## src/rtl/reg_pkg.sv

```systemverilog
// Shared register-file types and sizes for the read/write stages.
// The forwarding option REG_READER_BYPASS_EN is consumed in reg_reader/reg_scoreboard.
package reg_pkg;

  localparam int REG_NUM = 32;
  localparam int REG_W   = 32;

  typedef logic [4:0]       reg_idx_t;
  typedef logic [REG_W-1:0] reg_word_t;

  localparam reg_idx_t REG_ZERO = 5'd0;

  function automatic reg_idx_t reg_idx(
    input logic       gf,
    input logic [3:0] num
  );
    return {gf, num};
  endfunction

  function automatic logic [REG_NUM-1:0] reg_onehot(
    input logic     en,
    input reg_idx_t idx
  );
    logic [REG_NUM-1:0] v;
    v = '0;
    if (en && idx != REG_ZERO) v[idx] = 1'b1;
    return v;
  endfunction

endpackage

```

## src/rtl/reg_scoreboard.sv

```systemverilog
// Pending-write busy bits with hazard lookup for rs1, rs2 and rd.
// Hazard rule depends on REG_READER_BYPASS_EN (forwarding clears it).
module reg_scoreboard
  import reg_pkg::*;
(
  input  logic     clk,
  input  logic     rstn,
  input  logic     set_en,
  input  reg_idx_t set_idx,
  input  logic     clr_en,
  input  reg_idx_t clr_idx,
  input  reg_idx_t rs1_idx,
  input  reg_idx_t rs2_idx,
  input  reg_idx_t rd_idx,
  output logic     rs1_haz,
  output logic     rs2_haz,
  output logic     rd_haz
);

  logic [REG_NUM-1:0] busy;
  logic [REG_NUM-1:0] set_vec;
  logic [REG_NUM-1:0] clr_vec;

  assign set_vec = reg_onehot(set_en, set_idx);
  assign clr_vec = reg_onehot(clr_en, clr_idx);

  // set is OR-ed in after the clear so a same-cycle set wins
  always_ff @(posedge clk) begin
    if (!rstn) begin
      busy <= '0;
    end else begin
      busy <= (busy & ~clr_vec) | set_vec;
    end
  end

  function automatic logic haz(
    input logic b,
    input logic hit
  );
`ifdef REG_READER_BYPASS_EN
    return b && !hit;
`else
    return b || hit;
`endif
  endfunction

  always_comb begin
    rs1_haz = haz(busy[rs1_idx], clr_vec[rs1_idx]);
    rs2_haz = haz(busy[rs2_idx], clr_vec[rs2_idx]);
    rd_haz  = haz(busy[rd_idx],  clr_vec[rd_idx]);
  end

endmodule

```

## src/rtl/reg_reader.sv

```systemverilog
// Register-read stage: scoreboard-gated operand fetch into a valid/ready slice.
// Define REG_READER_BYPASS_EN to forward w_data in the writeback cycle.
module reg_reader
  import reg_pkg::*;
(
  input  logic             clk,
  input  logic             rstn,
  input  logic             in_valid,
  output logic             in_ready,
  input  logic             rs1_gf,
  input  logic             rs2_gf,
  input  logic             rd_gf,
  input  logic [3:0]       rs1_num,
  input  logic [3:0]       rs2_num,
  input  logic [3:0]       rd_num,
  input  logic             rd_we,
  input  logic [REG_W-1:0] regs [0:REG_NUM-1],
  input  logic             w_gfflag,
  input  logic [3:0]       w_num,
  input  logic [REG_W-1:0] w_data,
  input  logic             w_enable,
  output logic             out_valid,
  input  logic             out_ready,
  output logic [REG_W-1:0] op1,
  output logic [REG_W-1:0] op2
);

  reg_idx_t  rs1_idx, rs2_idx, rd_idx, w_idx;
  logic      rs1_haz, rs2_haz, rd_haz;
  logic      rs1_fwd, rs2_fwd;
  logic      accept;
  reg_word_t op1_nxt, op2_nxt;

  assign rs1_idx = reg_idx(rs1_gf, rs1_num);
  assign rs2_idx = reg_idx(rs2_gf, rs2_num);
  assign rd_idx  = reg_idx(rd_gf, rd_num);
  assign w_idx   = reg_idx(w_gfflag, w_num);

  assign in_ready = (!out_valid || out_ready)
                 && !rs1_haz && !rs2_haz && !rd_haz;
  assign accept   = in_valid && in_ready;

  reg_scoreboard u_sb (
    .clk     (clk),
    .rstn    (rstn),
    .set_en  (accept && rd_we),
    .set_idx (rd_idx),
    .clr_en  (w_enable),
    .clr_idx (w_idx),
    .rs1_idx (rs1_idx),
    .rs2_idx (rs2_idx),
    .rd_idx  (rd_idx),
    .rs1_haz (rs1_haz),
    .rs2_haz (rs2_haz),
    .rd_haz  (rd_haz)
  );

`ifdef REG_READER_BYPASS_EN
  assign rs1_fwd = w_enable && w_idx == rs1_idx;
  assign rs2_fwd = w_enable && w_idx == rs2_idx;
`else
  assign rs1_fwd = 1'b0;
  assign rs2_fwd = 1'b0;
`endif

  function automatic reg_word_t pick(
    input logic      zero,
    input logic      fwd,
    input reg_word_t wd,
    input reg_word_t rf
  );
    reg_word_t v;
    unique case (1'b1)
      zero:    v = '0;
      fwd:     v = wd;
      default: v = rf;
    endcase
    return v;
  endfunction

  always_comb begin
    op1_nxt = pick(rs1_idx == REG_ZERO, rs1_fwd,
                   w_data, regs[rs1_idx]);
    op2_nxt = pick(rs2_idx == REG_ZERO, rs2_fwd,
                   w_data, regs[rs2_idx]);
  end

  always_ff @(posedge clk) begin
    if (!rstn) begin
      out_valid <= 1'b0;
      op1       <= '0;
      op2       <= '0;
    end else if (accept) begin
      out_valid <= 1'b1;
      op1       <= op1_nxt;
      op2       <= op2_nxt;
    end else if (out_ready) begin
      out_valid <= 1'b0;
    end
  end

endmodule

```

## config.mk

```make
export PLATFORM = sky130hd
export DESIGN_NAME = reg_reader
export DESIGN_NICKNAME = d
export VERILOG_FILES = /design/src/rtl/reg_pkg.sv /design/src/rtl/reg_scoreboard.sv /design/src/rtl/reg_reader.sv
export SDC_FILE = /design/constraint.sdc
export NUM_CORES = 1
export LEC_CHECK = 0
export ABC_AREA = 0
export ABC_CLOCK_PERIOD_IN_PS = 5760
export CAP_MARGIN = 20
export CORE_AREA = 2 2 444 446
export CTS_BUF_LIST = sky130_fd_sc_hd__clkbuf_4 sky130_fd_sc_hd__clkbuf_8
export CTS_CLUSTER_SIZE = 12
export DETAILED_ROUTE_END_ITERATION = 10
export DIE_AREA = 0 0 446 448
export SLEW_MARGIN = 15
export SYNTH_ARGS = -nofsm -noshare
export SYNTH_HDL_FRONTEND = slang
export SYNTH_SLANG_ARGS = --single-unit
```

## constraint.sdc

```tcl
create_clock -name clk -period 5.76 [get_ports clk]
set_clock_uncertainty 0.05 [all_clocks]
set_input_delay 0.864 -clock clk [delete_from_list [all_inputs] [get_ports clk]]
set_output_delay 0.864 -clock clk [all_outputs]
set_load 0.005 [all_outputs]
```

==> summary.md <==
| Metric | Value |
|---|---|
| 1st-pass router iterations | `7` |
| Leading area contributor after synthesis | `mux4_2` |
| Cell Area, Synth | `21100 um2` |
| Grt ovf | `0` |
| Port Buf Inserts | `1115` |
| Yosys warns | `0` |
| Drc violations | `0` |
| Top FF cell, synth | `dfxtp_1` |
| Net Count, Synth | `2538` |
| Crit Path Class | `in2out` |
| CP bufs+invs | `3` |
| RD Place Congestion | `1.09` |
| RSZ-0062 raised after global routing | `false` |
| Routed Wire Length | `191000 um` |
| Power Total | `4.21 mW` |
| Syn Inst Count | `1456` |
| # hold bufs at CTS | `0` |
| Root buf cell | `clkbuf_8` |
| DR WL/cell | `38.1 um` |
| CP max FO | `12` |
| Worst setup path end | `in_ready` |
| Vias per cell | `4.52` |
| Placed Area | `34900 um2` |
| Tightest Pin Transition | `1.15 ns` |
| Clock slew at reported path FFs | `0.11 ns` |
| Top cell type's share of synthesized area | `70.4%` |
| Post-CTS sizing | `0` |
| Reg2Reg Capture Point | `op1[23]` |
| Worst path max stage delay | `0.91 ns` |
| Fraction of registers with async set or reset after synthesis | `0%` |
| CP arrival | `3.96 ns` |
| Peak VDD IR | `0.0958 mV` |
| HPWL after detailed placement | `166000 um` |
| Die Y | `448 um` |
| Finish-stage setup viols | `0` |
| R2R setup slack | `2.80 ns` |
| Core Footprint | `195000 um2` |
| Area Growth Syn to Fin | `67.0%` |
| PnR worst setup slack | `0.885 ns` |
| Pwr dens | `119 nW/um2` |
| Fill count | `21300` |
| CTS tree | `done` |
| Inserted Clock Buffers | `9` |
| Antenna-violating nets left | `0` |
| Die area | `200000 um2` |
| Hold Fails Final Rpt | `0` |
| Tot GR Track Use | `18.3%` |
| Final Max Tran Viols | `0` |
| Critical R2R Launch | `u_sb.busy[27]` |
| Hold WC Path Type | `reg2reg` |
| WHS | `0.416 ns` |
| Sink Count | `97` |
| Clock Path Buffers | `2` |
| H-tree levels | `3` |
| Status | `finished, final reports clean` |
| Peak Freq | `205 MHz` |
| Vias in the first global route | `22100` |
| Postcts setup bufs | `0` |
| Normalized max-slew margin | `23.1%` |
| Initial Utilization | `10.8%` |
| Worst path slowest cell | `clkdlybuf4s50_1` |
| Final instance area | `35300 um2` |
| I/O pin count | `1148` |
| Final Util | `18.1%` |
| Total of max-cap violations | `0` |
| Starting DRC count in detailed routing | `2604` |
| Min-delay src | `op1[11]` |
| Seq/Total Area, Yosys | `9.20%` |
| Cell breakdown of the critical path | `clkdlybuf4s50_1 > mux4_2 > nand3_1 > a31oi_1 > nor4_1 > buf_4 > and3_1 > clkdlybuf4s50_1` |
| Setup TNS Final | `0 ns` |
| Skew-Pair Late Insertion Delay | `0.48 ns` |
| CP Capture Type | `primary output` |
| Worst path depth | `8` |
| R2R depth | `6` |
| Row count | `162` |
| Die width | `446 um` |
| Final worst path period share | `84.6%` |
| Average size of a mapped cell | `14.5 um2` |
| Netlist cell types | `58` |
| Leak | `11.0 nW` |
| Crit. Startpoint | `rd_num[0]` |
| CP dominant cell by count | `clkdlybuf4s50_1` |
| Nets | `3491` |
| EDFF count, synth | `0` |
| Initial antenna violation count | `198` |
| Crit path time final | `4.87 ns` |
| Startpoint types | `input port` |
| First-pass GRT wire length | `237000 um` |
| DR vias | `22700` |
| Area contributors post-synth | `mux4_2 (70%), dfxtp_1 (9.2%), mux2_2 (3.5%), mux2i_1 (3.5%), nand2_1 (2.8%)` |
| Req. time, crit path | `4.85 ns` |
| Largest net degree at the start of global routing | `103` |
| Placed Cells | `4940` |
| Post-synthesis register bit count | `97` |
| Delay-heaviest family, CP | `buffers and inverters` |
| Setup WS pre-CTS | `0.853 ns` |
| Final Instance Count excl. Fillers | `5019` |
| Share of layout cells above drive strength 1 | `33.1%` |
[cells by family (layout without fill, tap and decap cells)]
logic type / count (synthesis) / in the layout / share of synthesized area, %
buf+inv: 207 / 1164 / 4.33
other cells: 0 / 64 / 0
compound gates: 90 / 90 / 3.34
flops: 97 / 97 / 9.20
xor+xnor: 10 / 10 / 0.415
mux: 798 / 798 / 77.3
simple gates: 254 / 254 / 5.37
[layout by cell type, fill, tap and decap left out, types with 4 or more instances in the layout]
cell	n
clkdlybuf4s50_1	1103
mux4_2	660
nand2_1	160
dfxtp_1	97
mux2i_1	73
mux2_2	65
diode_2	64
nand3_1	30
o211ai_1	25
buf_4	25
nor2_1	19
o21ai_0	10
clkbuf_8	9
a21oi_1	8
o41ai_2	8
buf_12	8
nor2b_1	7
o21ai_1	7
xnor2_1	6
nor3b_1	6
nand4_1	5
nand2b_1	5
xor2_1	4
o22ai_1	4
o41ai_1	4
buf_8	4
[metal layers]
metal / wire [um] / up-vias / global-route usage [%] / part of all wire, %
met4: 6830 / 104 / 6.57 / 3.6
met1: 75500 / 12000 / 22.9 / 40
met3: 22300 / 365 / 8.06 / 12
met5: 694 / - / 0 / 0.36
met2: 85700 / 1675 / 27.7 / 45
li1: - / 8545 / - / -
[report_power, final]
group          total (mW)  internal (mW)  switching [mW]
Sequential          0.722          0.704          0.0178
Combinational        2.93           1.61            1.32
Clock               0.551          0.243           0.308
[worst reg2reg max path, stage by stage (launching register included)]
cell and delay [ns]:
dfxtp_1 0.36, mux4_2 0.47, mux4_2 0.50, o2bb2ai_1 0.35, nand4_4 0.36, buf_12 0.35, mux2i_1 0.37
[registers in the layout (all words and copies together) (netlist names)]
signal and cells:
op1 32, op2 32, u_sb.busy 32, out_valid 1
[cells in the mapped netlist, types with 10 or more instances]
| master | instances |
|---|---|
| buf_2 | 65 |
| clkbuf_1 | 106 |
| nand2_1 | 160 |
| mux4_2 | 660 |
| o21ai_0 | 10 |
| buf_1 | 23 |
| nor2_1 | 19 |
| mux2i_1 | 73 |
| nand3_1 | 30 |
| mux2_2 | 65 |
| o211ai_1 | 25 |
| dfxtp_1 | 97 |
[how the worst min path moves through the flow]
stage / cells past startpoint / to
6_report: 2 / op1[11]
5_1_grt: 2 / op1[0]
3_5_place_dp: 2 / op1[24]
2_1_floorplan: 2 / op1[0]
3_3_place_gp: 2 / op1[24]
4_1_cts: 2 / op1[11]
[final cells by class]
cell class / instances / area, um2 / share of cell area, %
clock inverter: 6 / 91.3 / 0.259
antenna: 64 / 160 / 0.454
sequential: 97 / 1940 / 5.51
clock buffer: 9 / 124 / 0.351
timing repair buffer: 1145 / 11500 / 32.6
multi-input combinational: 1152 / 18300 / 51.8
tap: 2542 / 3180 / 9.02
inverter: 4 / 15.0 / 0.0426
Power figures use the tool's default switching activity.
